--- config.mk ---
export PLATFORM = sky130hd
export DESIGN_NAME = wb_arbiter2
export DESIGN_NICKNAME = d
export VERILOG_FILES = /design/src/rtl/wb_arbiter2.sv
export SDC_FILE = /design/constraint.sdc
export NUM_CORES = 1
export LEC_CHECK = 0
export ABC_AREA = 1
export CORE_AREA = 5 5 119 121
export DETAILED_ROUTE_END_ITERATION = 10
export DIE_AREA = 0 0 124 126
export HOLD_SLACK_MARGIN = 0.08
export PLACE_DENSITY = 0.76
export SYNTH_ARGS = -nofsm -noshare
export SYNTH_HDL_FRONTEND = slang
export SYNTH_SLANG_ARGS = --single-unit
--- constraint.sdc ---
create_clock -name clk -period 1.3 [get_ports clk]
set_input_delay 0.26 -clock clk [delete_from_list [all_inputs] [get_ports clk]]
set_output_delay 0.26 -clock clk [all_outputs]
set_load 0.05 [all_outputs]
--- src/rtl/wb_arbiter2.sv ---
// Two-master Wishbone classic arbiter with a registered, cycle-held grant and a stall watchdog.
// Define ARB_ROUND_ROBIN_EN to break request ties by alternating masters instead of favouring m1.
module wb_arbiter2 #(
  parameter int TIMEOUT_CYCLES = 255,
  parameter int CNT_W          = 16
) (
  input  logic        clk,
  input  logic        reset,
  input  logic [31:0] m0_addr,
  input  logic [31:0] m0_wdata,
  input  logic [3:0]  m0_sel,
  input  logic        m0_we,
  input  logic        m0_cyc,
  input  logic        m0_stb,
  output logic [31:0] m0_rdata,
  output logic        m0_ack,
  output logic        m0_err,
  input  logic [31:0] m1_addr,
  input  logic [31:0] m1_wdata,
  input  logic [3:0]  m1_sel,
  input  logic        m1_we,
  input  logic        m1_cyc,
  input  logic        m1_stb,
  output logic [31:0] m1_rdata,
  output logic        m1_ack,
  output logic        m1_err,
  output logic [31:0] s_addr,
  output logic [31:0] s_wdata,
  output logic [3:0]  s_sel,
  output logic        s_we,
  output logic        s_cyc,
  output logic        s_stb,
  input  logic [31:0] s_rdata,
  input  logic        s_ack
);

  typedef enum logic [1:0] {
    IDLE = 2'd0,
    GNT0 = 2'd1,
    GNT1 = 2'd2
  } state_t;

  localparam logic [CNT_W-1:0] CNT_LIMIT = CNT_W'(TIMEOUT_CYCLES - 1);

  state_t           state, state_next;
  logic             last_grant, last_grant_next;  // 0 = m0, 1 = m1
  logic [CNT_W-1:0] cnt, cnt_next;
  logic             err0_next, err1_next;
  logic             req0, req1;

  // A master requests with cyc&stb; a strobe completes when s_ack is seen with stb high.
  assign req0 = m0_cyc & m0_stb;
  assign req1 = m1_cyc & m1_stb;

  assign m0_rdata = s_rdata;
  assign m1_rdata = s_rdata;

  always_ff @(posedge clk or posedge reset) begin
    if (reset) begin
      state      <= IDLE;
      last_grant <= 1'b1;
      cnt        <= '0;
      m0_err     <= 1'b0;
      m1_err     <= 1'b0;
    end else begin
      state      <= state_next;
      last_grant <= last_grant_next;
      cnt        <= cnt_next;
      m0_err     <= err0_next;
      m1_err     <= err1_next;
    end
  end

  always_comb begin
    state_next      = state;
    last_grant_next = last_grant;
    cnt_next        = '0;
    err0_next       = 1'b0;
    err1_next       = 1'b0;
    s_addr          = '0;
    s_wdata         = '0;
    s_sel           = '0;
    s_we            = 1'b0;
    s_cyc           = 1'b0;
    s_stb           = 1'b0;
    m0_ack          = 1'b0;
    m1_ack          = 1'b0;

    case (state)
      IDLE: begin
        if (req0 && req1) begin
`ifdef ARB_ROUND_ROBIN_EN
          if (last_grant) begin
            state_next      = GNT0;
            last_grant_next = 1'b0;
          end else begin
            state_next      = GNT1;
            last_grant_next = 1'b1;
          end
`else
          state_next      = GNT1;
          last_grant_next = 1'b1;
`endif
        end else if (req1) begin
          state_next      = GNT1;
          last_grant_next = 1'b1;
        end else if (req0) begin
          state_next      = GNT0;
          last_grant_next = 1'b0;
        end
      end
      GNT0: begin
        s_addr  = m0_addr;
        s_wdata = m0_wdata;
        s_sel   = m0_sel;
        s_we    = m0_we;
        s_cyc   = m0_cyc;
        s_stb   = m0_stb;
        m0_ack  = s_ack;
        if (!m0_cyc) state_next = IDLE;
      end
      GNT1: begin
        s_addr  = m1_addr;
        s_wdata = m1_wdata;
        s_sel   = m1_sel;
        s_we    = m1_we;
        s_cyc   = m1_cyc;
        s_stb   = m1_stb;
        m1_ack  = s_ack;
        if (!m1_cyc) state_next = IDLE;
      end
      default: state_next = IDLE;
    endcase

    // Watchdog only counts stalled strobes; an ack in the limit cycle suppresses the error.
    if (state != IDLE && s_stb && !s_ack) begin
      if (cnt == CNT_LIMIT) begin
        err0_next = (state == GNT0);
        err1_next = (state == GNT1);
      end else begin
        cnt_next = cnt + CNT_W'(1);
      end
    end
  end

endmodule

Yosys cells after proc, flatten, opt, wreduce, memory -nomap -nowiden
Index checks and enable logic that the tools add are counted.
Word-level totals
  bits in registers: 20
  input bits: 177
  output and inout port bits: 139
  logic and storage cells: 40
Cells by class
  $add $sub $neg: 1
  equality and inequality tests: 6
  multiplexer cells: 20
  bitwise gates (word level): 2
  reduce and logical (&&, ||, !) cells: 7
Operators with widths (number)
  32-bit case mux with 2 select lines: 2
  16-bit 2-to-1 mux: 2
  16-bit by 1-bit adder with 16-bit output, second input constant: 1
  16-bit by 8-bit equality test with 1-bit output, second input constant: 1
  2-bit 2-to-1 mux: 5
  4-bit case mux with 2 select lines: 1
  1-bit 2-to-1 mux: 6
  1-bit case mux with 2 select lines: 3
  2-bit case mux with 3 select lines: 1
  2-bit != test, second input constant: 2
  4-bit != test, second input constant: 1
  1-bit logical AND: 3
  3-bit AND reduction: 1
  1-bit AND: 2
  2-bit by 1-bit equality test with 1-bit output, second input constant: 1
  2-bit equality test, second input constant: 1
  2-bit logical NOT: 1
  2-bit nonzero test: 1
  1-bit logical NOT: 1

Logic depth before layout (Yosys ltp)
  depth in word-level cells: 5
  mapped depth: 10

Least setup slack after synthesis
OpenSTA, ideal clock, no wires.
  path kind: register -> output
  start: register state[0]
  end: output s_addr[0]
  arrival time: 1743 ps
  required time: 1040 ps
  path slack: -703 ps
  cell stages (with the launch flop): 7
  buffers on the path: 2
  cells stage by stage: dfrtp_1 inv_1 ha_1 buf_2 buf_2 nand2_1 a21oi_1
Between the ends
  word-level cells in the longest chain between the ends: 2
  elaborated cells between the ends (all ways): 3
  classes of those cells: eq/ne (2); mux (1)
Ends and longest elaborated chain
  start: declaration: line 45  | state_t state, state_next;
  start signal: assignment: line 66  | state <= state_next;
  2-bit equality test or 2-bit by 1-bit equality test with 1-bit output (tied branches): line 89  | case (state)
  32-bit case mux with 2 select lines (*): line 89
  end: declaration: line 27  | output logic [31:0] s_addr,
Mark *: on every way between the ends. The rest lies on a longest branch, timed or not.

Worst setup path after layout
  start: register state[0]
  end: output s_wdata[0]
Between the ends
  word-level cells in the longest chain between the ends: 2
  elaborated cells between the ends (all ways): 3
  classes of those cells: eq/ne (2); mux (1)
Ends and longest elaborated chain
  2-bit equality test or 2-bit by 1-bit equality test with 1-bit output (tied branches): line 89
  32-bit case mux with 2 select lines (*): line 89
  end: declaration: line 28  | output logic [31:0] s_wdata,
Marks and branches as above.

==> results.txt <==
Portion of the clock cycle consumed by the worst path in the final layout: 1.50. The setup path with the least slack is of type flop to output port. In this run the power spent charging and discharging nets is 9.09 mW. During I/O placement, the number of pins put on the boundary was 316. The floorplan step set the die width to 124 um. Synthesis produced 460 cells. The count of buffers inserted at the top-level ports is 219. Largest area contributor in the netlist: sky130_fd_sc_hd__nand2_1. The Yosys step of the flow raised 0 warnings.

Counting cells, the worst reg-to-reg path comes to 10. Count of placed standard cells in the final layout, fillers left out: 812. Detailed placement ended at an HPWL of 11.1 mm. The detailed router finished its first iteration with 77 violations.

In this run the critical register-to-register path is launched from state[0]. No sink is reached through more buffers than the 2 on the longest clock path. The share of post-route cells with drive strength above 1 was 0.398; the transition time at the pin with the least slew margin was 0.247 ns.

The run gives 1.69 ns as the arrival time at the worst endpoint. The worst hold path belongs to the class input pin to async pin. The logs give 0 for the number of max-slew violations in the final report and 3,634 for the number of global-route vias before repair. The largest incremental delay on the critical path came out at 0.36 ns. Clock-pin slew was measured on the worst setup and hold paths at 0.05 ns. The flow ran to the end, but the final reports show violations. The run gives 21 as the maximum number of pins on one net before global-route repair. The power per standard cell area came out at 2540 nW/um2. In the post-synthesis netlist, the biggest area contributors are sky130_fd_sc_hd__nand2_1 25%, sky130_fd_sc_hd__dfrtp_1 19%, sky130_fd_sc_hd__buf_4 18%, sky130_fd_sc_hd__a21oi_1 13%, sky130_fd_sc_hd__nor2_1 4.4%. After clock tree synthesis, the flow added hold-fix buffers numbering 0. The clock share of power came out at 0.037.

Tracing the worst setup path back leads to its startpoint at state[0]. The overall fraction of global-route tracks in use came out at 0.174. The full die area came out at 15,600 um2. The total placed cells including tap cells is 792. The run gives 0.188 as the register area share after synthesis.

The area share of the largest cell type after synthesis is 0.252. On the final layout, the worst clock skew is 0.00176 ns. The routed design has 14.6 mm of wire. The cell with the biggest individual delay on the critical path was sky130_fd_sc_hd__dfrtp_1.

Total CTS buffers: 3. For the insertion delay to the later sink of the worst-skew pair, the log shows 0.25 ns. The final reports fail on setup timing. At the worst endpoint, the required time is 1.04 ns. In this run the standard cell core region covers 13,000 um2. TritonCTS built the clock tree. The tools report the kind of start point of the critical path as a flop. The run gives 0.042 as the sequential group share of total power.

The worst setup path is captured at an output port. The area overhead of the layout relative to synthesis came out at 141%. The logs give 2660 um2 for the netlist area before placement and 3,527 for the total number of vias.

The flop and latch count out of synthesis came out at 20. The critical path goes through inv_2 -> buf_12 -> ha_4 -> inv_8 -> buf_12 -> a21oi_4 -> buf_8. The congestion estimate from routability-driven global placement came to 0.851. In this run the static leakage power is 2.33 nW.

The final setup violation count is 93, and the antenna diode count is 0. The number of antenna violations at the first check in global routing is 1, and the average wire per standard cell is 17.9 um. The internal portion of the total power is 7.25 mW.

The worst IR drop on VDD came out at 0.00149 V. The via-per-instance ratio is 4.34, and the DRC violations left is 0. The tree is rooted in a sky130_fd_sc_hd__clkbuf_16. The multi-input combinational cell area is 2450 um2, and the final setup slack of the worst path is -0.645 ns. The most numerous cell type found on the critical path is sky130_fd_sc_hd__buf_12. The tool flagged a number of max-cap violations equal to 0. Subtracting the final worst setup slack from the clock period gives 1.95 ns. The setup slack on the worst flop-to-flop path was -0.43 ns.

Summed over all layers, the global routing overflow is 0. For the tightest slew margin relative to the limit, the log shows 0.835. In this run the remaining antenna-violating nets after routing total 0. The largest driver fanout on the critical path was 13; the synthesized netlist net count was 642. The number of optimization iterations in the first detailed-route pass was 4. Setup repair after global routing could not meet its margin everywhere. The share of power burned in combinational logic was 0.921.

The wire length of the first global-routing pass was 20.9 mm. At the end of the flow, the number of nets in the layout was 820. The fraction of power spent switching nets came out at 0.556. In this run the worst setup path terminates at s_wdata[0]. The logs give 1 for the deepest level of the CTS H-tree and 20 for the clock sink count.

Counting the fill cells in the layout gives 1,212. The tightest hold path in the finished design has a slack of 0.338 ns. Based on the critical path, the design can be clocked at up to 0.514 GHz. The die is 126 um tall. Placement row count: 42.

The combined flip-flop and latch cell area is 500 um2. The netlist uses 21 different library cells. The average instance in the mapped netlist occupies 5.79 um2. The tools report the number of hold violations in the final report as 0. The utilization after layout was 0.495. The starting density of the core came out at 0.205. The endpoint identified for the worst register-to-register timing path is cnt[14].
## power groups by stage
stage	combinational, mW	sequential [mW]	clock [mW]
floorplan	9.80	0.693	0
detailed placement	12.1	0.700	0
CTS	14.7	0.682	0.628
finish	15.0	0.685	0.608
global route	15.7	0.690	0.651
global placement	12.0	0.699	0
## synth_stat cells
master	count
sky130_fd_sc_hd__nand2_1	179
sky130_fd_sc_hd__a21oi_1	71
sky130_fd_sc_hd__buf_4	65
sky130_fd_sc_hd__nor2_1	31
sky130_fd_sc_hd__inv_1	23
sky130_fd_sc_hd__dfrtp_1	20
sky130_fd_sc_hd__buf_2	15
sky130_fd_sc_hd__nand3_1	9
sky130_fd_sc_hd__nand4_1	8
sky130_fd_sc_hd__clkbuf_1	7
sky130_fd_sc_hd__nor2_2	6
sky130_fd_sc_hd__ha_1	5
sky130_fd_sc_hd__xor2_1	5
sky130_fd_sc_hd__inv_2	3
sky130_fd_sc_hd__o21ai_1	3
sky130_fd_sc_hd__xnor2_1	3
sky130_fd_sc_hd__nand2_2	2
sky130_fd_sc_hd__o21ai_0	2
sky130_fd_sc_hd__nand3_2	1
sky130_fd_sc_hd__nor2_4	1
sky130_fd_sc_hd__o21ai_2	1
## how the worst min path moves through the flow
stage                     startpoint      end  slack [ns]  cells after the start
after global routing           reset   cnt[7]        0.38                      3
after global placement        cnt[0]   cnt[0]        0.49                      1
after detailed placement      cnt[0]   cnt[0]        0.51                      1
final                          reset   cnt[7]        0.34                      3
after CTS                      reset  cnt[12]        0.35                      3
after floorplan                reset   cnt[0]        0.22                      1
## per-stage QoR
stage | area (um2) | power, mW | setup WS, ns | TNS [ns]
after global routing | 6430 | 17.0 | -0.713 | -58.66
final | 6430 | 16.3 | -0.645 | -50.64
after floorplan | 3720 | 10.5 | -0.275 | -20.45
after CTS | 6280 | 16.0 | -0.636 | -50.53
after detailed placement | 5490 | 12.8 | -0.423 | -34.13
after global placement | 5490 | 12.7 | -0.415 | -33.26
## flip-flops by register name (all words and copies together) (netlist names)
signal  count
state       2
cnt        16
m0_err      1
m1_err      1
## cell type report
cell class | count | share of cell area
repair buffers | 260 | 0.478
multi-input cells | 327 | 0.381
flip-flops and latches | 20 | 0.0778
well taps | 176 | 0.0342
inverters | 26 | 0.0181
clock buffers | 3 | 0.0117
## critical path: cells and delay by family (launching register included)
family / cells / cell delay, ns
buffers and inverters: 5 / 0.62
DFF: 1 / 0.36
adders and majority gates: 1 / 0.28
AOI/OAI and AO/OA: 1 / 0.15
## cell usage in the layout (no fill, tap or decap)
cell	n
sky130_fd_sc_hd__buf_4	14
sky130_fd_sc_hd__clkbuf_16	5
sky130_fd_sc_hd__nor2_1	30
sky130_fd_sc_hd__buf_8	27
sky130_fd_sc_hd__ha_4	3
sky130_fd_sc_hd__inv_8	1
sky130_fd_sc_hd__ha_1	2
sky130_fd_sc_hd__nor2_4	2
sky130_fd_sc_hd__clkinvlp_4	3
sky130_fd_sc_hd__a21oi_4	69
sky130_fd_sc_hd__nand3_2	1
sky130_fd_sc_hd__nand3_1	9
sky130_fd_sc_hd__dfrtp_1	20
sky130_fd_sc_hd__xnor2_1	3
sky130_fd_sc_hd__nand2_4	9
sky130_fd_sc_hd__xor2_1	5
sky130_fd_sc_hd__nand2_2	33
sky130_fd_sc_hd__nand2_1	139
sky130_fd_sc_hd__inv_2	5
sky130_fd_sc_hd__clkdlybuf4s50_1	144
sky130_fd_sc_hd__buf_16	6
sky130_fd_sc_hd__nand4_1	8
sky130_fd_sc_hd__o21ai_1	4
sky130_fd_sc_hd__inv_1	17
sky130_fd_sc_hd__buf_12	17
sky130_fd_sc_hd__nor2_2	6
sky130_fd_sc_hd__buf_6	50
sky130_fd_sc_hd__a21oi_1	2
sky130_fd_sc_hd__o21ai_2	2
## routing by layer
layer	wire length, um	vias up	global-route usage
met4	81	2	0.0200
met3	1460	11	0.0520
met5	13	-	0
met2	7220	164	0.307
met1	5780	1619	0.213
li1	-	1731	-
## repair_timing
item,in CTS,in global routing
gates cloned,6,2
setup buffers,8,1
pin swaps,5,2
gates resized for setup,139,26
setup endpoints to repair,93,93
## cell families (layout without fill, tap and decap cells)
logic type,after synthesis,after routing,synth area share
xor gates and xnor gates,8,8,0.0263
DFF,20,20,0.188
buffers and inverters,113,289,0.258
adders and majority gates,5,5,0.0235
and+or+nand+nor,237,237,0.358
AOI/OAI and AO/OA,77,77,0.146
(Power assumes the default switching activity.)
